===== src/rtl/heichips25_project_mux.sv =====
// heichips25_project_mux: shares one uo/uio pad set between NUM_PROJECTS
// tiny projects. A select request is accepted through a valid/ready handshake.
// The block then runs a switch sequence: a guard phase (DRAIN) that forces the
// pads off, then a reset phase (PRST) that holds the new project in reset with
// ena high. After that the new project is connected through registered outputs.
// Optional macro HEICHIPS25_MUX_STATUS_EN: drive a status byte on uo_out while
// no project is connected (IDLE, DRAIN and PRST).
module heichips25_project_mux #(
    parameter int NUM_PROJECTS = 4,
    parameter int SEL_W        = 4,
    parameter int GUARD_CYCLES = 4,
    parameter int RST_CYCLES   = 8
) (
    input  logic                      clk,
    input  logic                      rst,
    input  logic                      sel_valid,
    input  logic [SEL_W-1:0]          sel_id,
    output logic                      sel_ready,
    output logic                      sel_err,
    input  logic [8*NUM_PROJECTS-1:0] proj_uo_out,
    input  logic [8*NUM_PROJECTS-1:0] proj_uio_out,
    input  logic [8*NUM_PROJECTS-1:0] proj_uio_oe,
    output logic [NUM_PROJECTS-1:0]   proj_ena,
    output logic [NUM_PROJECTS-1:0]   proj_rst_n,
    output logic [7:0]                uo_out,
    output logic [7:0]                uio_out,
    output logic [7:0]                uio_oe,
    output logic [SEL_W-1:0]          active_id,
    output logic                      busy
);

    localparam logic [SEL_W:0] NP_LIMIT   = (SEL_W+1)'(NUM_PROJECTS);
    localparam logic [7:0]     GUARD_LOAD = 8'(GUARD_CYCLES);
    localparam logic [7:0]     RST_LOAD   = 8'(RST_CYCLES);

    typedef enum logic [1:0] {IDLE, DRAIN, PRST, ACTIVE} state_t;

    state_t           state, state_nxt;
    logic [7:0]       cnt, cnt_nxt;
    logic [SEL_W-1:0] pending_id, pending_nxt, active_nxt;
    logic             accept, in_range, err_nxt;
    logic [7:0]       sel_uo, sel_uio, sel_oe;
    logic [7:0]       uo_nxt, uio_nxt, oe_nxt;

    assign sel_ready = (state == IDLE) || (state == ACTIVE);
    assign busy      = (state == DRAIN) || (state == PRST);
    assign accept    = sel_valid && sel_ready;
    assign in_range  = {1'b0, sel_id} < NP_LIMIT;

    // Next-state logic: handshake decode plus the guard and reset countdowns.
    always_comb begin
        state_nxt   = state;
        cnt_nxt     = cnt;
        pending_nxt = pending_id;
        active_nxt  = active_id;
        err_nxt     = 1'b0;
        case (state)
            IDLE, ACTIVE: begin
                if (accept) begin
                    if (!in_range) begin
                        err_nxt = 1'b1;
                    end else if ((state == IDLE) || (sel_id != active_id)) begin
                        state_nxt   = DRAIN;
                        cnt_nxt     = GUARD_LOAD;
                        pending_nxt = sel_id;
                    end
                end
            end
            DRAIN: begin
                if (cnt == 8'd1) begin
                    state_nxt  = PRST;
                    cnt_nxt    = RST_LOAD;
                    active_nxt = pending_id;
                end else begin
                    cnt_nxt = cnt - 8'd1;
                end
            end
            PRST: begin
                if (cnt == 8'd1) begin
                    state_nxt = ACTIVE;
                end else begin
                    cnt_nxt = cnt - 8'd1;
                end
            end
            default: state_nxt = IDLE;
        endcase
    end

    // Per-project ena/rst_n decode and selection of the active project's buses.
    always_comb begin
        proj_ena   = '0;
        proj_rst_n = '0;
        sel_uo     = 8'h00;
        sel_uio    = 8'h00;
        sel_oe     = 8'h00;
        for (int k = 0; k < NUM_PROJECTS; k++) begin
            if (active_id == SEL_W'(k)) begin
                proj_ena[k]   = (state == PRST) || (state == ACTIVE);
                proj_rst_n[k] = (state == ACTIVE);
                sel_uo        = proj_uo_out[8*k +: 8];
                sel_uio       = proj_uio_out[8*k +: 8];
                sel_oe        = proj_uio_oe[8*k +: 8];
            end
        end
    end

    // Pad values for the next cycle: the project passes through only while it stays active.
    always_comb begin
        uo_nxt  = 8'h00;
        uio_nxt = 8'h00;
        oe_nxt  = 8'h00;
        if ((state == ACTIVE) && (state_nxt == ACTIVE)) begin
            uo_nxt  = sel_uo;
            uio_nxt = sel_uio;
            oe_nxt  = sel_oe;
        end
`ifdef HEICHIPS25_MUX_STATUS_EN
        else if (state_nxt == IDLE) begin
            uo_nxt = {4'hA, 4'(NUM_PROJECTS)};
        end else if ((state_nxt == DRAIN) || (state_nxt == PRST)) begin
            uo_nxt = {4'h5, 4'(pending_nxt)};
        end
`endif
    end

    // State, counters and registered pad outputs; reset aborts any sequence.
    always_ff @(posedge clk) begin
        if (rst) begin
            state      <= IDLE;
            cnt        <= 8'd0;
            pending_id <= '0;
            active_id  <= '0;
            sel_err    <= 1'b0;
            uo_out     <= 8'h00;
            uio_out    <= 8'h00;
            uio_oe     <= 8'h00;
        end else begin
            state      <= state_nxt;
            cnt        <= cnt_nxt;
            pending_id <= pending_nxt;
            active_id  <= active_nxt;
            sel_err    <= err_nxt;
            uo_out     <= uo_nxt;
            uio_out    <= uio_nxt;
            uio_oe     <= oe_nxt;
        end
    end

endmodule

===== config.mk =====
export PLATFORM = sky130hd
export DESIGN_NAME = heichips25_project_mux
export DESIGN_NICKNAME = d
export VERILOG_FILES = /design/src/rtl/heichips25_project_mux.sv
export SDC_FILE = /design/constraint.sdc
export NUM_CORES = 1
export LEC_CHECK = 0
export CAP_MARGIN = 20
export CORE_UTILIZATION = 30
export CTS_CLUSTER_SIZE = 28
export DETAILED_ROUTE_END_ITERATION = 12
export PLACE_DENSITY = 0.64
export SLEW_MARGIN = 20
export SYNTH_ARGS = -nofsm -noshare
export SYNTH_HDL_FRONTEND = slang
export SYNTH_SLANG_ARGS = --single-unit

===== constraint.sdc =====
create_clock -name clk -period 1.9 [get_ports clk]
set_input_delay 0.475 -clock clk [delete_from_list [all_inputs] [get_ports clk]]
set_output_delay 0.475 -clock clk [all_outputs]
set_load 0.005 [all_outputs]

; Yosys cells after proc, flatten, opt, wreduce, memory -nomap -nowiden
; Cells that the tools add are included.
[word_totals]
register_bits = 43
wordCells = 73
out_inout_bits = 39
[classes]
reduce_logical = 14
eq_ne = 13
n_addsub = 1
order_cmp = 1
bitwise = 3
mux = 33
[op_table]
columns = operator, count
row1 = 8-bit 2-to-1 mux, 17
row2 = 8-bit case mux with 3 select lines, 1
row3 = 2-bit 2-to-1 mux, 5
row4 = 1-bit 2-to-1 mux, 9
row5 = 4-bit by 2-bit == test with 1-bit output (second input constant), 2
row6 = 8-bit by 1-bit == test with 1-bit output (second input constant), 1
row7 = 2-bit != test (second input constant), 4
row8 = 4-bit AND reduction, 2
row9 = 8-bit by 1-bit subtractor with 8-bit output (second input constant), 1
row10 = 2-bit == test (second input constant), 3
row11 = 2-bit case mux with 3 select lines, 1
row12 = 4-bit by 1-bit == test with 1-bit output (second input constant), 1
row13 = 4-bit zero test, 1
row14 = 1-bit logical OR, 4
row15 = 4-bit by 3-bit < comparator with 1-bit output (second input constant), 1
row16 = 4-bit != test, 1
row17 = 2-bit OR reduction, 2
row18 = 1-bit inverter, 3
row19 = 3-bit OR reduction, 1
row20 = 2-bit by 1-bit == test with 1-bit output (second input constant), 1
row21 = 1-bit logical AND, 2
row22 = 2-bit zero test, 1
row23 = 2-bit AND reduction, 1

; Depth between registers and ports, before layout
[logic_depth]
ltp_word = 10
depth_mapped = 8
mapped_depth_nobuf = 6

; Worst setup path before layout
; OpenSTA, ideal clock, no wires.
[synth_path]
kind = register -> register
startpoint = reg state[1]
endpoint = reg uio_oe[5]
slack_ps = -168
synth_period_minus_slack_ps = 2068
arrival_time_ps = 1944
path_stages_with_launch = 9
setup_ps = 124
required_time_ps = 1776
path_buffers = 2
cell_sequence = dfxtp_1 > inv_1 > ha_1 > buf_2 > inv_1 > nand3_1 > o21bai_2 > buf_2 > nor4b_2
[synth_rtl]
columns = item, line_no
row1 = start: declaration, 38  ; state_t state, state_nxt;
row2 = start signal: assignment, 138  ; state <= state_nxt;
row3 = 2-bit == test or 2-bit zero test (tied branches), 45  ; assign sel_ready = (state == IDLE) || (state == ACTIVE);
row4 = 1-bit logical OR (*), 45
row5 = named net sel_ready, 18  ; output logic sel_ready,
row6 = 1-bit logical AND (*), 47  ; assign accept = sel_valid && sel_ready;
row7 = 2-bit 2-to-1 mux (*), 59  ; if (accept) begin
row8 = 2-bit case mux with 3 select lines (*), 57  ; case (state)
row9 = 2-bit == test (*), 112  ; if ((state == ACTIVE) && (state_nxt == ACTIVE)) begin
row10 = 1-bit logical AND (*), 112
row11 = 1-bit inverter (no source line) (*), -
row12 = 2-bit OR reduction (no source line) (*), -
row13 = end signal: assignment, 145  ; uio_oe <= oe_nxt;
row14 = end: declaration, 27  ; output logic [7:0] uio_oe,
; The timed path passes the listed nets; every way through them passes the cells marked *.
; A chain may end at the register's enable or synchronous reset.

; Final worst setup path
[layout_path]
startpoint = reg state[0]
endpoint = out proj_rst_n[0]
[layout_via]
elab_chain_cells = 2
[layout_lines]
columns = item, line_no
row1 = 2-bit == test, 99  ; proj_rst_n[k] = (state == ACTIVE);
row2 = 1-bit 2-to-1 mux, 97  ; if (active_id == SEL_W'(k)) begin
row3 = end: declaration, 24  ; output logic [NUM_PROJECTS-1:0] proj_rst_n,
; Every way passes these cells.

==> results.sh <==
export IMPL_status="finished, violations left"
export IMPL_violations="setup timing"
export IMPL_hpwlAfterDp_um=6230
export IMPL_p_comb_share_pct=24.6
export IMPL_worstPathMaxFanout=3
export IMPL_synth_edff_count=0
export IMPL_cts_buffer_depth=2
export IMPL_dieArea_um2=9240
export IMPL_synth_fp_nets=340
export IMPL_p_per_area_nw_per_um2=400
export IMPL_setup_violations=31
export IMPL_drive_gt1_share_pct=35.8
export IMPL_ys_flop_type="dfxtp_1"
export IMPL_cts_root_buf="clkbuf_8"
export IMPL_grt_max_degree=26
export IMPL_nets=528
export IMPL_fp_row_count=33
export IMPL_die_w_um=96.1
export IMPL_leakagePower_uw=0.00186
export IMPL_die_h_um=96.1
export IMPL_portBuffers=141
export IMPL_finalMaxSlewViolations=0
export IMPL_cts_hold_buf=0
export IMPL_tns_ps=-1840
export IMPL_synthTopCellsByArea="dfxtp_1, mux4_2, nor4b_2, ha_1, nor2_1"
export IMPL_vias=2632
export IMPL_ys_top_cells_by_count="dfxtp_1, mux4_2, nor2_1"
export IMPL_drt_initial_drc_count=79
export IMPL_antenna_found_initial=0
export IMPL_design_area_um2=4980
export IMPL_synth_distinct_cells=47
export IMPL_ctsHtreeMaxLevel=2
export IMPL_max_freq_ghz=0.494
export IMPL_firstDrtPassIters=4
export IMPL_max_slew_margin_pct=64.9
export IMPL_synthArstFlopShare_pct=0
export IMPL_hold_violations=0
export IMPL_swShare_pct=25.4
export IMPL_wl_per_cell_um=15.7
export IMPL_fin_crit_sh_pct=106
export IMPL_tightest_slew_ps=522
export IMPL_cts_tree="built"
export IMPL_area_growth_pct=87.6
export IMPL_syn_area_um2=2660
export IMPL_cp_required_ps=1420
export IMPL_period_needed_ps=2020
export IMPL_synth_warnings=0
export IMPL_hp_class="flop to flop"
export IMPL_syn_avg_cell_area_um2=11.6
export IMPL_syn_inst=230
export IMPL_intPower_uw=1490
export IMPL_p_switching_uw=506
export IMPL_cts_made_buffers=5
export IMPL_n_antenna_cell=0
export IMPL_gp_congestion=0.794
export IMPL_skew_ps=15.1
export IMPL_start_util_pct=31.7
export IMPL_final_antenna_net_count=0
export IMPL_fp_coreArea_um2=8380
export IMPL_irDropWorstVdd_mv=0.266
export IMPL_grt_ovfl_total=0
export IMPL_clock_power_share_pct=29.8
export IMPL_max_cap_violations=0
export IMPL_pwr_share_seq_pct=45.6
export IMPL_worstPathArrival_ps=1550
export IMPL_grt_pass1_wl_um=11600
export IMPL_wl_um=8230
export IMPL_yosysTopAreaCellShare_pct=32.4
export IMPL_end_kind="output pin"
export IMPL_cp_start_kind="flop"
export IMPL_clk_pin_slew_worst_paths_ps=90
export IMPL_grt_util_all_layers_pct=16.6
export IMPL_clock_sinks=43
export IMPL_ios=142
export IMPL_grt_pass1_vias=2380
export IMPL_viasPerCell=5.02
export IMPL_rsz0062_at_grt="true"
export IMPL_timing_final_ws_setup_ps=-123
export IMPL_crit_type="flop to output pin"
export IMPL_route_detailed_drc=0
export IMPL_clk_latency_ps=310
export IMPL_synth_most_common_cell="dfxtp_1"
export IMPL_placed_cell_area_um2=4510
export IMPL_synth_seq_cells=43
export IMPL_post_synth_top_area_cell="dfxtp_1"
export IMPL_ys_seq_area_share_pct=32.4
==> path summary, 6_finish.rpt <==
kind	start	endpoint	slack, ps	cells past startpoint
setup reg to reg	state[0]	uio_oe[7]	-100	8
hold reg to reg	pending_id[2]	pending_id[2]	450	2
hold / removal	pending_id[2]	pending_id[2]	450	2
setup / recovery	state[0]	proj_rst_n[0]	-120	5
==> cell families after synthesis <==
logic type	Yosys count	share of synthesized area, %
buffers and inverters	27	5.32
muxes	28	21.8
and+or+nand+nor	88	26.3
xor gates and xnor gates	6	1.98
AOI/OAI and AO/OA	31	8.90
adders and majority gates	7	3.30
DFF	43	32.4
==> cells in the final DEF (no fill, tap or decap), types with 3 or more instances in the layout <==
master,Yosys,layout
buf_6,4,7
nand2b_1,8,7
buf_4,1,44
nor4b_2,20,6
mux2i_1,4,4
clkdlybuf4s50_1,0,131
mux4_2,24,24
nor3_1,5,3
xor2_1,4,4
buf_2,5,5
ha_4,0,4
clkbuf_8,0,5
clkdlybuf4s15_1,0,3
nand3_1,6,6
nor2_1,22,20
buf_12,0,3
dfxtp_1,43,39
nor4b_4,2,20
dfxtp_4,0,4
o21ai_0,6,5
ha_1,7,3
inv_1,12,10
nand2_1,7,7
a21oi_1,6,6
==> per-stage QoR <==
step | hold slack (ps) | util [%] | instances | worst slack [ps] | total power [µW]
3_5_place_dp | 434 | 53.8 | 508 | -384 | 1380
6_report | 453 | 59.5 | 524 | -123 | 1990
3_3_place_gp | 432 | 53.8 | 508 | -320 | 1370
2_1_floorplan | 408 | - | 230 | 5.00 | 1090
4_1_cts | 446 | 56.3 | 521 | -120 | 1970
5_1_grt | 475 | 59.5 | 524 | -193 | 2070
==> power groups by stage <==
| stage | Sequential, µW | Clock, µW | Combinational [µW] |
|---|---|---|---|
| 2_1_floorplan | 936 | 0 | 156 |
| 3_3_place_gp | 934 | 0 | 438 |
| 3_5_place_dp | 934 | 0 | 444 |
| 4_1_cts | 910 | 605 | 456 |
| 5_1_grt | 910 | 640 | 521 |
| 6_report | 909 | 595 | 490 |
==> layer usage <==
layer | share of wire (%) | track usage (%) | vias to the layer above
met5 | 0 | 0 | -
met2 | 50 | 27.6 | 90
li1 | - | - | 1257
met3 | 7.3 | 4.11 | 7
met1 | 41 | 21.2 | 1278
met4 | 1.2 | 4.85 | 0
==> state kept, by name (all words and copies together) (netlist names) <==
name and cells:
cnt 8, uio_oe 8, uio_out 8, uo_out 8, active_id 4, pending_id 4
state 2, sel_err 1
==> layout make-up <==
cell class,instances,area (µm²)
Fill cell,699,3400
Multi-Input combinational cell,160,1980
Timing Repair Buffer,196,1870
Sequential cell,43,876
Tap cell,105,131
Clock buffer,6,72.6
Inverter,12,45.0
Clock inverter,2,12.5
==> timing repair <==
item                                    CTS  global route
pin swaps                                16            15
cloned                                    1             1
gates resized for setup                  57            39
setup buffers                             5             2
endpoints found under the setup margin   46            42
==> critical path: stages, from the launching register on <==
cell,delay [ps]
dfxtp_4,380
ha_4,120
or3b_4,380
buf_6,140
nor3_4,90
buf_2,130
Power figures use the tool's default switching activity.
